`config.mk`:
```
export PLATFORM = sky130hd
export DESIGN_NAME = snake_tile_renderer
export DESIGN_NICKNAME = d
export VERILOG_FILES = /design/src/rtl/snake_pkg.sv /design/src/rtl/tile_ram_dp.sv /design/src/rtl/snake_tile_renderer.sv
export SDC_FILE = /design/constraint.sdc
export NUM_CORES = 2
export LEC_CHECK = 0
export ABC_AREA = 1
export ABC_CLOCK_PERIOD_IN_PS = 27400
export CORE_ASPECT_RATIO = 1.25
export CORE_MARGIN = 2
export CORE_UTILIZATION = 56
export CTS_CLUSTER_DIAMETER = 60
export DETAILED_ROUTE_END_ITERATION = 10
export DONT_BUFFER_PORTS = 1
export HOLD_SLACK_MARGIN = 0.02
export PLACE_DENSITY = 0.71
export RECOVER_POWER = 100
export SYNTH_ARGS = -nofsm -noshare
export SYNTH_HDL_FRONTEND = slang
export SYNTH_SLANG_ARGS = --single-unit
```
`constraint.sdc`:
```
create_clock -name clk -period 27.4 [get_ports clk]
set_clock_uncertainty 0.05 [all_clocks]
set_input_delay 1.37 -clock clk [delete_from_list [all_inputs] [get_ports clk]]
set_output_delay 1.37 -clock clk [all_outputs]
set_load 0.05 [all_outputs]
```
`src/rtl/snake_pkg.sv`:
```
// snake_pkg: shared grid geometry, tile encoding and palette for the snake renderer
package snake_pkg;
    localparam int TILE_LOG2 = 4;
    localparam int GRID_W    = 40;
    localparam int GRID_H    = 30;
    localparam int GRID_N    = GRID_W * GRID_H;
    localparam int VIS_W     = 640;
    localparam int VIS_H     = 480;
    localparam int ADDR_W    = 11;

    localparam logic [11:0] COL_BG   = 12'h000;
    localparam logic [11:0] COL_BODY = 12'h0F0;
    localparam logic [11:0] COL_HEAD = 12'hFF0;
    localparam logic [11:0] COL_FOOD = 12'hF00;
    localparam logic [11:0] COL_EDGE = 12'h333;

    typedef enum logic [1:0] {
        TILE_EMPTY = 2'd0,
        TILE_BODY  = 2'd1,
        TILE_HEAD  = 2'd2,
        TILE_FOOD  = 2'd3
    } tile_t;

    typedef enum logic {
        ST_CLEAR = 1'b0,
        ST_IDLE  = 1'b1
    } state_t;

    // y*40 + x without a multiplier
    function automatic logic [ADDR_W-1:0] tile_addr(input logic [4:0] y, input logic [5:0] x);
        return ({6'd0, y} << 5) + ({6'd0, y} << 3) + {5'd0, x};
    endfunction
endpackage

```
`src/rtl/tile_ram_dp.sv`:
```
// tile_ram_dp: 1200x2 simple dual-port tile RAM, synchronous read returning old data on collision
module tile_ram_dp
    import snake_pkg::*;
(
    input  logic              clk,
    input  logic [ADDR_W-1:0] rd_addr,
    output logic [1:0]        rd_data,
    input  logic              wr_en,
    input  logic [ADDR_W-1:0] wr_addr,
    input  logic [1:0]        wr_data
);
    logic [1:0] mem_q [GRID_N];
    logic [1:0] rd_data_q;

    always_ff @(posedge clk) begin
        if (wr_en) mem_q[wr_addr] <= wr_data;
        rd_data_q <= mem_q[rd_addr];
    end

    assign rd_data = rd_data_q;
endmodule

```
`src/rtl/snake_tile_renderer.sv`:
```
// snake_tile_renderer: tile-grid playfield with a 2-cycle pixel pipeline and a clear-sweep FSM
module snake_tile_renderer
    import snake_pkg::*;
(
    input  logic        clk,
    input  logic        RSTN,
    input  logic [8:0]  row,
    input  logic [9:0]  col,
    input  logic        rdn,
    output logic [11:0] pixel_data,
    input  logic        wr_en,
    input  logic [5:0]  wr_x,
    input  logic [4:0]  wr_y,
    input  logic [1:0]  wr_type,
    output logic        wr_ready,
    input  logic        clr_req,
    output logic        clr_busy
);
    state_t            state_q, state_d;
    logic [ADDR_W-1:0] sweep_q, sweep_d;
    logic              clr_busy_q, clr_busy_d;
    logic              wr_ready_q, wr_ready_d;
    logic              s1_vis_q;
    logic [3:0]        s1_roff_q, s1_coff_q;
    logic [11:0]       pixel_data_q, pixel_data_d;
    logic              vis, wr_ok, on_edge, ram_wr_en;
    logic [ADDR_W-1:0] rd_addr, ram_wr_addr;
    logic [1:0]        rd_data, ram_wr_data;
    tile_t             s1_tile;

    // Off-screen coordinates read address 0 so they never alias into the grid
    always_comb begin
        vis     = !rdn && (row < 9'(VIS_H)) && (col < 10'(VIS_W));
        rd_addr = vis ? tile_addr(row[8:TILE_LOG2], col[9:TILE_LOG2]) : '0;
    end

    always_comb begin
        state_d    = state_q;
        sweep_d    = sweep_q;
        clr_busy_d = clr_busy_q;
        wr_ready_d = wr_ready_q;
        wr_ok      = 1'b0;
        if (clr_req) begin
            state_d    = ST_CLEAR;
            sweep_d    = '0;
            clr_busy_d = 1'b1;
            wr_ready_d = 1'b0;
        end else if (state_q == ST_CLEAR) begin
            sweep_d = sweep_q + 1'b1;
            if (sweep_q == ADDR_W'(GRID_N - 1)) begin
                state_d    = ST_IDLE;
                sweep_d    = '0;
                clr_busy_d = 1'b0;
                wr_ready_d = 1'b1;
            end
        end else begin
            wr_ok = wr_en && (wr_x < 6'(GRID_W)) && (wr_y < 5'(GRID_H));
        end
        ram_wr_en   = (state_q == ST_CLEAR) || wr_ok;
        ram_wr_addr = (state_q == ST_CLEAR) ? sweep_q : tile_addr(wr_y, wr_x);
        ram_wr_data = (state_q == ST_CLEAR) ? TILE_EMPTY : wr_type;
    end

    tile_ram_dp u_ram (
        .clk     (clk),
        .rd_addr (rd_addr),
        .rd_data (rd_data),
        .wr_en   (ram_wr_en),
        .wr_addr (ram_wr_addr),
        .wr_data (ram_wr_data)
    );

    always_comb begin
        s1_tile      = tile_t'(rd_data);
        on_edge      = (s1_roff_q == 4'h0) || (s1_roff_q == 4'hF) ||
                       (s1_coff_q == 4'h0) || (s1_coff_q == 4'hF);
        pixel_data_d = !s1_vis_q                ? 12'h000  :
                       (s1_tile == TILE_EMPTY)  ? COL_BG   :
                       on_edge                  ? COL_EDGE :
                       (s1_tile == TILE_BODY)   ? COL_BODY :
                       (s1_tile == TILE_HEAD)   ? COL_HEAD : COL_FOOD;
    end

    always_ff @(posedge clk or negedge RSTN) begin
        if (!RSTN) begin
            state_q      <= ST_CLEAR;
            sweep_q      <= '0;
            clr_busy_q   <= 1'b1;
            wr_ready_q   <= 1'b0;
            s1_vis_q     <= 1'b0;
            s1_roff_q    <= '0;
            s1_coff_q    <= '0;
            pixel_data_q <= '0;
        end else begin
            state_q      <= state_d;
            sweep_q      <= sweep_d;
            clr_busy_q   <= clr_busy_d;
            wr_ready_q   <= wr_ready_d;
            s1_vis_q     <= vis;
            s1_roff_q    <= row[TILE_LOG2-1:0];
            s1_coff_q    <= col[TILE_LOG2-1:0];
            pixel_data_q <= pixel_data_d;
        end
    end

    assign pixel_data = pixel_data_q;
    assign wr_ready   = wr_ready_q;
    assign clr_busy   = clr_busy_q;
endmodule

```
; ---- Word level (Yosys, flattened, before mapping)
; Memories as Yosys holds them, arrays and structs flattened. A register that Yosys moved wholly into a read port is not among the register bits.
; Index checks and enable logic that the tools add are counted.
[word_totals]
ram_bits = 2400
output_inout_bits = 14
wordCells = 63
regBits = 35
inputBits = 37
memories = 1
[mem_list]
columns = memory, depth, width, rd, rd_ports_with_merged_regs, write_ports, line_no
row1 = u_ram.mem_q, 1200, 2, 1, 1, 1, tile_ram_dp.sv:12  ; logic [1:0] mem_q [GRID_N];
[op_classes]
eq_ne = 6
n_lt_le_gt_ge = 4
n_mux = 24
bitwise_logic = 1
n_addsub = 5
reduce_logical = 14
[op_table]
columns = cell, n
row1 = two-way mux 11 bit, 5
row2 = two-way mux 12 bit, 4
row3 = adder 10 x 8 -> 11 bit, 2
row4 = adder 11 x 6 -> 11 bit, 2
row5 = two-way mux 1 bit, 13
row6 = adder 11 x 1 -> 11 bit (second input constant), 1
row7 = equality test 11 bit (second input constant), 1
row8 = less-than comparator 10 bit (second input constant), 1
row9 = less-than comparator 9 bit (second input constant), 1
row10 = equality test 4 bit (second input constant), 2
row11 = logical NOT 4 bit, 2
row12 = two-way mux 8 bit, 1
row13 = less-than comparator 6 bit (second input constant), 1
row14 = less-than comparator 5 bit (second input constant), 1
row15 = logical AND 1 bit, 4
row16 = logical OR 1 bit, 4
row17 = equality test 2 x 1 -> 1 bit (second input constant), 1
row18 = equality test 2 bit (second input constant), 1
row19 = logical NOT 2 bit, 1
row20 = two-way mux 2 bit, 1
row21 = inequality test 2 bit (second input constant), 1
row22 = AND reduction 2 bit, 1
row23 = nonzero test 2 bit, 1
row24 = logical NOT 1 bit, 1
row25 = NOT 1 bit, 1

; ---- Longest topological paths before layout
[depth]
word_depth = 8
depth_mapped = 21
ltp_nobuf = 19

; ---- By module
; Synthesis repeated with hierarchy kept, for this count alone.
[unflattened]
cells_unflattened = 9487
area_unflattened_um2 = 104033.5
[by_module_without_submodules]
columns = mod, seq_area_each_um2, cells_each, area_per_inst_um2, instances
row1 = tile_ram_dp, 72109.2, 9198, 101852.7, 1
row2 = snake_tile_renderer, 701.9, 289, 2180.8, 1

; ---- Least setup slack after synthesis
; No wires, ideal clock.
[synth_path]
path_type = input to register
from = in wr_type[0]
to = mem u_ram.mem_q[0][0] (data pin)
cell_stages = 2
arrival_time_ns = 14.230
setup_ns = 2.892
n_path_buf = 0
required_ns = 24.458
path_slack_ns = 10.228
path_cell_list = nand2_1 inv_1
[synth_via]
elab_chain_len = 1
[synth_rtl]
columns = element, line_no
row1 = start: declaration, snake_tile_renderer.sv:14  ; input logic [1:0] wr_type,
row2 = two-way mux 2 bit, snake_tile_renderer.sv:61  ; ram_wr_data = (state_q == ST_CLEAR) ? TILE_EMPTY : wr_type;
row3 = named net ram_wr_data[0], snake_tile_renderer.sv:28  ; logic [1:0] rd_data, ram_wr_data;
row4 = end: declaration, tile_ram_dp.sv:12
; The timed path passes the listed nets, and every way through them passes these cells.

; ---- Worst setup path after layout
[layout_path]
from = reg state_q
to = mem u_ram.mem_q[488][1] (data pin)
[layout_via]
elab_chain_len = 1
[layout_rtl]
columns = element, line_no
row1 = start: declaration, snake_tile_renderer.sv:19  ; state_t state_q, state_d;
row2 = start signal: assignment, snake_tile_renderer.sv:95  ; state_q <= state_d;
row3 = two-way mux 2 bit, snake_tile_renderer.sv:61
row4 = named net ram_wr_data[1], snake_tile_renderer.sv:28
; The timed path passes the listed nets, and every way through them passes these cells.

==> results.toml <==
[global_routing]
grt_pass1_wl_mm = 466
antenna_found_initial = 4
gr-total-overflow = 0
grtUsageTotal_pct = 30.8
grt_pass1_vias = 77700
grt_max_degree = 429

[route]
wl_per_cell_um = 24.2
dr.first_iter.drc_count = 10800
via_per_inst = 6.09
vias = 79300
drt-total-wl_mm = 315
drc_errors = 0
ant_nets = 0
dr.pass1.iters = 7

[logic_synthesis]
synth-edff-count = 2400
yosys_warnings = 0
avgSynthCellArea_um2 = 10.3
synth.area.top_cells = "edfxtp_1, nand3_1, nand2_1"
synth.most_common_cell = "edfxtp_1"
syn_area_um2 = 111000
ys_seq_area_share_pct = 65.5
async_reset_ff_share_pct = 1.15
synth_top_area_share_pct = 64.9
ys.flop_type = "edfxtp_1"
synth_cells = 10800
synth_commonest_cells = "edfxtp_1, nand3_1, nand2_1"
synth_top_area_cell = "edfxtp_1"
synth_cell_types = 54
ys_ff_latch = 2430

[sta]
setup_tns_ns = 0
setup_ws_ns = 11.29
layout_min_cycle_time_ns = 16.11
worst_pin_slew_ns = 9.37
rsz0062_at_grt = "no"
slew_violations = 3453
hold_violations = 0
fin_crit_sh_pct = 58.8
finalSetupViolCount = 0
clock.fmax_ghz = 0.0621
relSlewSlack_pct = -525

[setup_path]
cp_slowest_stage_delay_ns = 6.65
path_max_fanout = 213
end_kind = "flip-flop"
crit_chain = "nand2_1 -> clkinvlp_2 -> clkbuf_1 -> clkbuf_1 -> buf_4"
r2r_slack_ns = 11.29
worstPathRequired_ns = 27.90
cp-start-kind = "flip-flop"
critPathArrivalTime_ns = 16.61
slowest_stage = "clkbuf_1"
critPathKind = "reg -> reg"
crit_top_cell = "clkbuf_1"

[finish]
fillers = 15700
final_core_util_pct = 59.9
drive_gt1_share_pct = 5.37
final_nets = 10300
syn_to_final_growth_pct = 6.23
stdcell_area_um2 = 118000

[floorplanning]
fp.coreArea_um2 = 197000
start_util_pct = 56.4
core.rowCount = 182
die_area_um2 = 202000
die-width_um = 402
ios = 51
die_h_um = 502

[clock_tree]
cts_tree = "yes"
root_buffer = "clkbuf_16"
insertion_delay_ns = 0.87
post_cts_buffers = 0
cts_hold_buf = 0
cts_max_level = 4
numClockSinks = 2430
path_clk_slew_ns = 0.06
postCtsResizedCells = 0
cts_made_buffers = 217
cts_buffer_depth = 3

[run]
maxCapViolations = 58

[placed_design]
place_ws_ns = 19.32
portBuffers = 0
hpwl_mm = 161
gp_congestion = 0.862
dpl-instance-area_um2 = 111000

[outcome]
violations = "capacitance limit, slew limit"
status = "finished, violations left"

[pwr]
power_leakage_uw = 0.0449
combPwrFrac_pct = 5.9
powerDensity_nw_per_um2 = 63.6
p_int_uw = 5790
clkPwrFrac_pct = 40.2
power_switching_uw = 1710
seqPwrFrac_pct = 53.9
swShare_pct = 22.8
ir_worst_vdd_v = 0.0000775

[hold_path]
hp-class = "in -> async"
worst paths after layout:
check,startpoint,to,depth (start not counted)
max,state_q$_DFF_PN0_,u_ram.mem_q[488][1]$_DFFE_PP_,5
min,RSTN,wr_ready$_DFFE_PN0P_,0
max reg2reg,state_q$_DFF_PN0_,u_ram.mem_q[488][1]$_DFFE_PP_,5
min reg2reg,sweep_q[4]$_DFFE_PN0P_,sweep_q[5]$_DFFE_PN0P_,2
max in group asynchronous,RSTN,clr_busy$_DFFE_PN1P_,0
min in group clk,col[0],s1_coff_q[0]$_DFF_PN0_,0
cell type report:
cell class | instances | area (µm²) | area share, %
Sequential cell | 2430 | 72800 | 61.7
Multi-Input combinational cell | 5979 | 28500 | 24.1
Clock buffer | 268 | 5710 | 4.84
Inverter | 1499 | 5660 | 4.79
Tap cell | 2576 | 3220 | 2.73
Clock inverter | 130 | 1200 | 1.02
Timing Repair Buffer | 129 | 937 | 0.794
Antenna cell | 3 | 7.51 | 0.00636
power groups by stage:
stage	clock network (µW)	logic [µW]	registers [µW]
5_1_grt	3170	470	4040
4_1_cts	3030	432	4040
2_1_floorplan	0	298	4110
3_5_place_dp	0	430	4120
3_3_place_gp	0	425	4120
6_report	3020	445	4040
cell families (layout without fill, tap and decap cells):
kind of cell / Yosys count / in the layout / synth area share, %
and+or+nand+nor: 5399 / 5399 / 21.7
DFF: 2430 / 2430 / 65.5
buffers and inverters: 2364 / 2026 / 9.05
AOI/OAI and AO/OA: 549 / 549 / 3.36
adders and majority gates: 25 / 25 / 0.309
xor gates and xnor gates: 3 / 3 / 0.0237
other: 1 / 5 / 0.00338
muxes: 1 / 1 / 0.00901
routing by layer:
metal / global-route usage, % / part of all wire (%) / vias up / routed length (µm)
met5: 0 / 0.0041 / - / 13
met3: 4.67 / 10 / 981 / 32300
met1: 38.6 / 36 / 38400 / 113000
met4: 18.9 / 6.6 / 2 / 20700
met2: 50.7 / 47 / 4526 / 149000
li1: - / - / 35300 / -
critical path, delay by kind of cell (launching register included):
kind / cells / cell delay [ns]
buffers and inverters: 4 / 14.12
DFF: 1 / 0.66
and+or+nand+nor: 1 / 0.13
per-stage QoR:
stage / power (µW) / std cells / hold WS (ns)
after global routing: 7670 / 13000 / 0.121
after global placement: 4550 / 12600 / 0.520
after detailed placement: 4550 / 12600 / 0.546
final: 7500 / 13000 / 0.139
after CTS: 7500 / 13000 / 0.104
after floorplan: 4410 / 10800 / 0.482
flip-flops by register name, indices dropped and copies added (netlist names):
signal,flops
clr_busy,1
pixel_data,5
s1_coff_q,4
s1_roff_q,4
s1_vis_q,1
state_q,1
sweep_q,11
u_ram.mem_q,2400
u_ram.rd_data,2
wr_ready,1
cells in the final DEF (no fill, tap or decap), types with 4 or more instances in the layout:
cell type   synthesis  layout
nand2_1          1723    1701
nor3_4              3       4
clkinv_1            1      44
buf_12              0       5
o221ai_1           13      13
bufinv_16           0      20
or2_1              75      75
o21ai_1            42      41
buf_4             100      97
o21ai_0            93      95
ha_1               21      21
a21oi_1            22      22
o22ai_1            31      31
fa_1                4       4
o211ai_1          331     331
nand3_1          1791    1792
clkbuf_16           0     221
a31oi_1             4       4
clkinv_2            0      42
nor3_1              9       8
or2_2             117      87
dfrtp_1            27      27
nor2_1           1270    1270
inv_6               0       8
clkbuf_1          225      73
or2_0              14      44
nand2_4             0      33
nand4_1           370     370
edfxtp_1         2400    2400
inv_1            1490    1488
clkinvlp_4          0      11
nor4_1              4       4
No activity file was read; power rests on OpenSTA's default activity.
